`src/rtl/motor_sequencer_if.sv`:
```
// Control/status bundle between the user/limit-switch side and the motor sequencer.
interface motor_sequencer_if;
    logic activate;
    logic up_limit;
    logic dn_limit;
    logic fault_clr;
    logic obstacle;
    logic motor_up;
    logic motor_dn;
    logic busy;
    logic fault;

    // Command/sensor side: drives the inputs and observes the drive/status outputs
    modport master (
        output activate, up_limit, dn_limit, fault_clr, obstacle,
        input  motor_up, motor_dn, busy, fault
    );

    // Sequencer side
    modport slave (
        input  activate, up_limit, dn_limit, fault_clr, obstacle,
        output motor_up, motor_dn, busy, fault
    );
endinterface

```
`src/rtl/motor_sequencer.sv`:
```
// Supervisory up/down motor sequencer: press-to-start/stop, dead-time before every
// start or reversal, travel timeout with latched fault, mutually exclusive drives.
// Optional macro OBSTACLE_REVERSE_EN: obstacle during a downward run reverses the
// motor after dead-time; obstacle during an upward run stops it.
module motor_sequencer #(
    parameter int unsigned DEAD_CYC    = 4,
    parameter int unsigned TIMEOUT_CYC = 1000,
    parameter int unsigned CNT_W       = 16
) (
    input  logic               clk,
    input  logic               rst_n,
    motor_sequencer_if.slave   bus
);

    typedef enum logic [2:0] {
        ST_IDLE   = 3'd0,
        ST_DEAD   = 3'd1,
        ST_RUN_UP = 3'd2,
        ST_RUN_DN = 3'd3,
        ST_FAULT  = 3'd4
    } state_t;

    typedef enum logic {
        DIR_DN = 1'b0,
        DIR_UP = 1'b1
    } dir_t;

    localparam logic [CNT_W-1:0] DEAD_LOAD = CNT_W'(DEAD_CYC);
    localparam logic [CNT_W-1:0] RUN_LAST  = CNT_W'(TIMEOUT_CYC - 1);

    state_t           state, state_nxt;
    dir_t             last_dir, last_dir_nxt;
    dir_t             target, target_nxt;
    logic [CNT_W-1:0] dead_cnt, dead_cnt_nxt;
    logic [CNT_W-1:0] run_cnt, run_cnt_nxt;
    logic             act_q;
    logic             act_pulse_c;
    logic             both_limits_c;
    logic             motor_up_q, motor_dn_q, busy_q, fault_q;

    assign act_pulse_c   = bus.activate & ~act_q;
    assign both_limits_c = bus.up_limit & bus.dn_limit;

    // State, counters, direction memory and registered Moore outputs
    always_ff @(posedge clk) begin
        if (!rst_n) begin
            state      <= ST_IDLE;
            last_dir   <= DIR_DN;
            target     <= DIR_DN;
            dead_cnt   <= '0;
            run_cnt    <= '0;
            act_q      <= 1'b0;
            motor_up_q <= 1'b0;
            motor_dn_q <= 1'b0;
            busy_q     <= 1'b0;
            fault_q    <= 1'b0;
        end else begin
            state      <= state_nxt;
            last_dir   <= last_dir_nxt;
            target     <= target_nxt;
            dead_cnt   <= dead_cnt_nxt;
            run_cnt    <= run_cnt_nxt;
            act_q      <= bus.activate;
            motor_up_q <= (state_nxt == ST_RUN_UP);
            motor_dn_q <= (state_nxt == ST_RUN_DN);
            busy_q     <= (state_nxt == ST_DEAD) || (state_nxt == ST_RUN_UP) ||
                          (state_nxt == ST_RUN_DN);
            fault_q    <= (state_nxt == ST_FAULT);
        end
    end

    // Next-state, counter and direction decisions
    always_comb begin
        state_nxt    = state;
        last_dir_nxt = last_dir;
        target_nxt   = target;
        dead_cnt_nxt = dead_cnt;
        run_cnt_nxt  = run_cnt;
        unique case (state)
            ST_IDLE: begin
                if (both_limits_c) begin
                    state_nxt = ST_FAULT;
                end else if (act_pulse_c) begin
                    state_nxt    = ST_DEAD;
                    dead_cnt_nxt = DEAD_LOAD;
                    if (bus.up_limit)      target_nxt = DIR_DN;
                    else if (bus.dn_limit) target_nxt = DIR_UP;
                    else                   target_nxt = (last_dir == DIR_UP) ? DIR_DN : DIR_UP;
                end
            end
            ST_DEAD: begin
                dead_cnt_nxt = dead_cnt - CNT_W'(1);
                if (act_pulse_c) begin
                    state_nxt = ST_IDLE;
                end else if (dead_cnt == CNT_W'(1)) begin
                    state_nxt   = (target == DIR_UP) ? ST_RUN_UP : ST_RUN_DN;
                    run_cnt_nxt = '0;
                end
            end
            ST_RUN_UP: begin
                run_cnt_nxt = run_cnt + CNT_W'(1);
                if (bus.up_limit) begin
                    state_nxt    = ST_IDLE;
                    last_dir_nxt = DIR_UP;
`ifdef OBSTACLE_REVERSE_EN
                end else if (bus.obstacle) begin
                    state_nxt    = ST_IDLE;
                    last_dir_nxt = DIR_UP;
`endif
                end else if (act_pulse_c) begin
                    state_nxt    = ST_IDLE;
                    last_dir_nxt = DIR_UP;
                end else if (run_cnt == RUN_LAST) begin
                    state_nxt = ST_FAULT;
                end
            end
            ST_RUN_DN: begin
                run_cnt_nxt = run_cnt + CNT_W'(1);
                if (bus.dn_limit) begin
                    state_nxt    = ST_IDLE;
                    last_dir_nxt = DIR_DN;
`ifdef OBSTACLE_REVERSE_EN
                end else if (bus.obstacle) begin
                    state_nxt    = ST_DEAD;
                    target_nxt   = DIR_UP;
                    dead_cnt_nxt = DEAD_LOAD;
`endif
                end else if (act_pulse_c) begin
                    state_nxt    = ST_IDLE;
                    last_dir_nxt = DIR_DN;
                end else if (run_cnt == RUN_LAST) begin
                    state_nxt = ST_FAULT;
                end
            end
            ST_FAULT: begin
                if (bus.fault_clr && !both_limits_c) state_nxt = ST_IDLE;
            end
            default: state_nxt = ST_IDLE;
        endcase
    end

    assign bus.motor_up = motor_up_q;
    assign bus.motor_dn = motor_dn_q;
    assign bus.busy     = busy_q;
    assign bus.fault    = fault_q;

endmodule

```
`src/flat_wrapper.sv`:
```
// flat-port wrapper written by rule: the top's interface ports become plain ports
module motor_sequencer_flat 
#(
    parameter int unsigned DEAD_CYC    = 4,
    parameter int unsigned TIMEOUT_CYC = 1000,
    parameter int unsigned CNT_W       = 16
)
  (clk, rst_n, bus_activate, bus_up_limit, bus_dn_limit, bus_fault_clr, bus_obstacle, bus_motor_up, bus_motor_dn, bus_busy, bus_fault);
  motor_sequencer_if bus_i ();
  input  logic clk;
  input  logic rst_n;
  input wire logic [$bits(bus_i.activate)-1:0] bus_activate;
  input wire logic [$bits(bus_i.up_limit)-1:0] bus_up_limit;
  input wire logic [$bits(bus_i.dn_limit)-1:0] bus_dn_limit;
  input wire logic [$bits(bus_i.fault_clr)-1:0] bus_fault_clr;
  input wire logic [$bits(bus_i.obstacle)-1:0] bus_obstacle;
  output wire logic [$bits(bus_i.motor_up)-1:0] bus_motor_up;
  output wire logic [$bits(bus_i.motor_dn)-1:0] bus_motor_dn;
  output wire logic [$bits(bus_i.busy)-1:0] bus_busy;
  output wire logic [$bits(bus_i.fault)-1:0] bus_fault;
  assign bus_i.activate = bus_activate;
  assign bus_i.up_limit = bus_up_limit;
  assign bus_i.dn_limit = bus_dn_limit;
  assign bus_i.fault_clr = bus_fault_clr;
  assign bus_i.obstacle = bus_obstacle;
  assign bus_motor_up = bus_i.motor_up;
  assign bus_motor_dn = bus_i.motor_dn;
  assign bus_busy = bus_i.busy;
  assign bus_fault = bus_i.fault;
  motor_sequencer #(.DEAD_CYC(DEAD_CYC), .TIMEOUT_CYC(TIMEOUT_CYC), .CNT_W(CNT_W)) u_core (.clk(clk), .rst_n(rst_n), .bus(bus_i));
endmodule
```
`config.mk`:
```
export PLATFORM = sky130hd
export DESIGN_NAME = motor_sequencer_flat
export DESIGN_NICKNAME = d
export VERILOG_FILES = /design/src/rtl/motor_sequencer_if.sv /design/src/rtl/motor_sequencer.sv /design/src/flat_wrapper.sv
export SDC_FILE = /design/constraint.sdc
export NUM_CORES = 1
export LEC_CHECK = 0
export BUFFER_PORTS_ARGS = -buffer_cell sky130_fd_sc_hd__buf_4
export CAP_MARGIN = 5
export CORE_ASPECT_RATIO = 0.5
export CORE_UTILIZATION = 64
export CTS_CLUSTER_SIZE = 25
export DETAILED_ROUTE_END_ITERATION = 16
export GPL_ROUTABILITY_DRIVEN = 0
export PLACE_DENSITY_LB_ADDON = 0.2
export SYNTH_ARGS = -nofsm -noshare
export SYNTH_HDL_FRONTEND = slang
export SYNTH_SLANG_ARGS = --single-unit
```
`constraint.sdc`:
```
create_clock -name clk -period 4.65 [get_ports clk]
set_clock_uncertainty 0.1 [all_clocks]
set_input_delay 0.2325 -clock clk [delete_from_list [all_inputs] [get_ports clk]]
set_output_delay 0.2325 -clock clk [all_outputs]
set_load 0.01 [all_outputs]
```
==> reports/metrics.yaml, run 1 <==
status: "completed"
port_buffers: 9
critPathBufInv: 1
synth_seq_cells: 42
initial_core_util_pct: 68.3
synthDistinctLibCells: 44
synthFlopType: "dfxtp_1"
endpoint_kind: "register"
grt_pass1_wl_um: 7390
synth_adder_area_share_pct: 1.80
placed_area_um2: 2170
synth-xor-area-share_pct: 4.21
peakVddDrop_mv: 0.290
diodes: 0
synth_top_cell_by_area: "dfxtp_1"
final_antenna_net_count: 0
fin_area_um2: 2320
synthTopCellsByArea: "dfxtp_1, a21oi_1, nor2_1"
drv_slew: 0
grt_pass1_vias: 1742
p_per_area_nw_per_um2: 401
p_leak_uw: 0.000826
drtIter0Drc: 106
finalSetupTns_ns: 0
drc_errors: 0
max_cap_violations: 0
max_stage_delay_ns: 0.52
cp_top_family: "simple AND/OR/NAND/NOR gates"
final-setup-viol-count: 0
post_cts_resized: 0
hp-class: "input port to register"
final_cell_mix: "dfxtp_1, nor2_1, a21oi_1"
slew_headroom_pct: 36.2
post_cts_buffers: 0
async_flop_share_pct: 0
syn_nets: 260
row_count: 14
synth-simple-area-share_pct: 33.3
cts_root_buf: "clkbuf_8"
cts_buffers: 5
syn_area_um2: 2080
die_w_um: 82.6
synth_compound_area_share_pct: 15.5
vias: 1889
avgSynthCellArea_um2: 8.32
grt_max_degree: 20
required_ns: 4.78
setup.worst_path.start_class: "register"
muxShareOfSynthArea_pct: 1.50
layout-drive-gt1-share_pct: 11.5
yosysWarnings: 0
slowest_stage: "or4_1"
overflow: 0
final_nets: 269
dr.pass1.iters: 4
ioPinCount: 11
drt-total-wl_um: 4580
worst_pin_slew_ns: 0.957
die_h_um: 42.3
synth-edff-count: 0
seq_area_frac_synth_pct: 40.4
antenna_found_initial: 0
grt_setup_unrepaired: "no"
period_needed_ns: 2.22
area_delta_synth_final_pct: 11.3
cp.arrival_ns: 2.35
htreeDepth: 2
synth_top_area_share_pct: 40.4
core-area_um2: 3050
hold_viol: 0
track_usage_pct: 27.8
final_common_cell: "dfxtp_1"
cp_cell_sequence: "inv_1 -> ha_1 -> nor4b_1 -> and4_4 -> a21oi_4 -> or4_1 -> a21oi_1"
syn-instance-count: 250
clock-sinks: 42
min_period_over_period_pct: 47.8
cp_max_fo: 19
dp_hpwl_um: 3040
via_per_inst: 6.30
cts.path.max_buffers: 2
clk_pin_slew_worst_paths_ns: 0.08
holdBufCountCts: 0
critPathKind: "register to register"
cts_tree: "done"
holdWs_ns: 0.0571
final_core_util_pct: 76.0
synth_top_family_by_area: "simple AND/OR/NAND/NOR gates"
dieArea_um2: 3500
fmax_ghz: 0.450
wl_per_cell_um: 15.3
clock_latency_ns: 0.29
## path summary, 6_finish.rpt
check	cells past startpoint	startpoint	endpoint	slack (ns)
max reg2reg	7	u_core.dead_cnt[1]	u_core.run_cnt[8]	2.43
min reg2reg	2	u_core.run_cnt[8]	u_core.run_cnt[8]	0.40
min	2	bus_activate	u_core.act_q	0.06
max	7	u_core.dead_cnt[1]	u_core.run_cnt[8]	2.43
## synth_stat cells, types with 3 or more instances
| master | count |
|---|---|
| or4_1 | 4 |
| inv_1 | 10 |
| nand2b_1 | 5 |
| xnor2_1 | 10 |
| and3_1 | 3 |
| clkbuf_1 | 6 |
| nand3_1 | 9 |
| nor4_1 | 8 |
| o21ai_0 | 16 |
| nand4_1 | 6 |
| nand2_1 | 17 |
| a21oi_1 | 24 |
| or3_1 | 11 |
| and4_1 | 3 |
| a31o_2 | 3 |
| nor2_1 | 27 |
| ha_1 | 3 |
| nor3_1 | 9 |
| dfxtp_1 | 42 |
## layout make-up
cell class              count  area, um^2
clock inverters             2        60.1
clock buffers               6        82.6
well taps                  40        50.0
repair buffers             10        75.1
inverters                  10        37.5
flip-flops and latches     42         841
multi-input cells         190        1170
fillers                   247         732
## stage by stage
| stage | total power (uW) | setup WS [ns] | instances |
|---|---|---|---|
| 2_1_floorplan | 547 | 2.71 | 250 |
| 3_3_place_gp | 571 | 2.51 | 292 |
| 3_5_place_dp | 578 | 2.48 | 292 |
| 4_1_cts | 933 | 2.44 | 300 |
| 5_1_grt | 963 | 2.30 | 300 |
| 6_report | 928 | 2.43 | 300 |
## logic make-up after synthesis
| family | Yosys count |
|---|---|
| DFF | 42 |
| AOI/OAI and AO/OA | 54 |
| xor gates and xnor gates | 10 |
| adders and majority gates | 3 |
| and+or+nand+nor | 120 |
| muxes | 3 |
| buffers and inverters | 18 |
## routing by layer
metal  part of all wire [%]  global-route usage [%]  routed length, um  vias up
met2                     49                    48.4               2220       47
met4                    1.7                    10.3                 77        0
li1                       -                       -                  -      923
met3                    3.5                    7.39                160       13
met1                     46                    32.7               2120      906
met5                      0                       0                  0        -
## registers in the layout, summed over array words and instances (netlist names)
| name | flops |
|---|---|
| u_core.act_q | 1 |
| u_core.bus.motor_dn | 1 |
| u_core.target | 1 |
| u_core.bus.busy | 1 |
| u_core.bus.fault | 1 |
| u_core.bus.motor_up | 1 |
| u_core.state | 3 |
| u_core.dead_cnt | 16 |
| u_core.run_cnt | 16 |
| u_core.last_dir | 1 |
## power breakdown
group          internal (uW)  switching, uW  leakage, uW
clock network            229            124    0.0000714
logic                   71.8           93.6     0.000413
registers                382           27.5     0.000341
total                    683            245     0.000826
Power figures use the tool's default switching activity.
==> run 2: changes to the inputs <==
Settings changed: CORE_UTILIZATION 64 to 60.
Clock period 4.65 ns to 2.2 ns, I/O delays scaled along.
==> reports/metrics.yaml, run 2 (same netlist as run 1, synthesis figures left out) <==
status: "completed"
max_stage_delay_ns: 0.54  # +0.02 ns
dp_slack_ns: 0.00584  # -2.48 ns
placed_area_um2: 2210  # +1.7%
worst_pin_slew_ns: 0.455  # -0.502 ns
drv_slew: 0  # unchanged
cts_tree: "done"
final_cell_count_no_fill: 312  # +4.0%
track_usage_pct: 26.3  # -1.5 points
hold_start: "bus_up_limit"
final-setup-viol-count: 0  # unchanged
ff_latch_area_um2: 841  # unchanged
wl_per_cell_um: 14.2  # -6.7%
grt_max_degree: 20  # unchanged
drc_errors: 0  # unchanged
die_h_um: 43.6  # +3.1%
fin_area_um2: 2380  # +2.8%
required_ns: 2.33  # -2.45 ns
dr.pass1.iters: 4  # unchanged
finalSetupTns_ns: 0  # unchanged
grt_pass1_vias: 1736  # -0.34%
initial_core_util_pct: 66.0  # -2.3 points
drtIter0Drc: 98  # -7.5%
final_nets: 281  # +4.5%
cts_root_buf: "clkbuf_8"
slew_headroom_pct: 69.5  # +33 points
port_buffers: 9  # unchanged
die_w_um: 85.3  # +3.2%
crit_start: "u_core.dead_cnt[6]"
r2r_start: "u_core.dead_cnt[6]"
dp_hpwl_um: 3080  # +1.2%
p_per_area_nw_per_um2: 741  # +85%
critPathBufInv: 0  # -1
grt_pass1_wl_um: 7570  # +2.4%
cp_top_family: "simple AND/OR/NAND/NOR gates"
fmax_ghz: 0.477  # +6.1%
multi_input_area_um2: 1200  # +2.5%
drt-total-wl_um: 4450  # -2.9%
p_leak_uw: 0.000859  # +4.1%
slowest_stage: "or4_1"
row_count: 14  # unchanged
top_regs: "u_core.dead_cnt x16, u_core.run_cnt x16, u_core.state x3"
min_period_over_period_pct: 95.3  # +47 points
clk_pin_slew_worst_paths_ns: 0.08  # about the same
vias: 1888  # -0.053%
max_cap_violations: 0  # unchanged
hp-class: "input port to register"
core-area_um2: 3150  # +3.4%
diodes: 0  # unchanged
cp_cell_sequence: "nor4_2 -> and4_4 -> a21oi_4 -> or4_1 -> a21oi_1"
placedCellCount: 297  # +1.7%
period_needed_ns: 2.10  # -0.128 ns
final_core_util_pct: 75.5  # -0.47 points
htreeDepth: 2  # unchanged
cts_buffers: 5  # unchanged
overflow: 0  # unchanged
final_cell_mix: "dfxtp_1, nor2_1, a21oi_1"
clock-sinks: 42  # unchanged
area_delta_synth_final_pct: 14.4
endpoint_kind: "register"
hold_viol: 0  # unchanged
antenna_found_initial: 0  # unchanged
finalWorstSetupSlack_ns: 0.104  # -2.32 ns
dieArea_um2: 3720  # +6.4%
cts.path.max_buffers: 2  # unchanged
n_fill_cell: 242  # -2.0%
setup.worst_path.start_class: "register"
ioPinCount: 11  # unchanged
peakVddDrop_mv: 0.454  # +57%
clock_latency_ns: 0.30  # about the same
critPathKind: "register to register"
final_common_cell: "dfxtp_1"
final_antenna_net_count: 0  # unchanged
cp.arrival_ns: 2.23  # -0.12 ns
layout-drive-gt1-share_pct: 15.8  # +4.3 points
via_per_inst: 6.05  # -3.9%
cp_max_fo: 9  # -10
run 2: metrics by stage:
step | total power (uW) | hold slack, ns
floorplan | 1160 | 0.132
global placement | 1230 | 0.235
detailed placement | 1250 | 0.242
CTS | 1760 | 0.0567
global route | 1850 | 0.0893
finish | 1760 | 0.0513
run 2: power by group:
| group | internal [uW] | switching, uW |
|---|---|---|
| Clock | 253 | 260 |
| Combinational | 180 | 201 |
| Sequential | 808 | 61.6 |
run 2: tightest hold or removal path: stages:
cell,delay [ns]
buf_4,0.09
a21oi_1,0.03
mux2i_1,0.12
nor2_1,0.05
run 2: layout make-up:
cell class                 count  share of cell area, %
multi-input combinational    191                   50.3
sequential                    42                   35.3
timing repair buffer          21                   6.83
clock buffer                   7                   3.63
tap                           40                   2.10
inverter                      10                   1.58
clock inverter                 1                  0.210
run 2: path summary, 6_finish.rpt:
check	to	slack (ns)	cells past startpoint
worst max register to register	u_core.run_cnt[14]	0.10	5
worst min-delay path	u_core.target	0.05	4
worst min register to register	u_core.run_cnt[9]	0.40	2
worst max-delay path	u_core.run_cnt[14]	0.10	5
run 2: what timing repair did:
action                                  CTS  global route
buffers inserted                          0             4
endpoints found under the hold margin     1             0
pin swaps                                 0             1
hold buffers                              2             0
cloned                                    0             1
endpoints found under the setup margin    1             7
gates resized for setup                   1             4
run 2: layer usage:
layer | up-vias | global-route usage, % | wire, um
met3 | 7 | 5.71 | 230
met2 | 46 | 47.9 | 2140
li1 | 950 | - | -
met1 | 885 | 31.7 | 2020
met4 | 0 | 9.00 | 55
met5 | - | 0 | 0
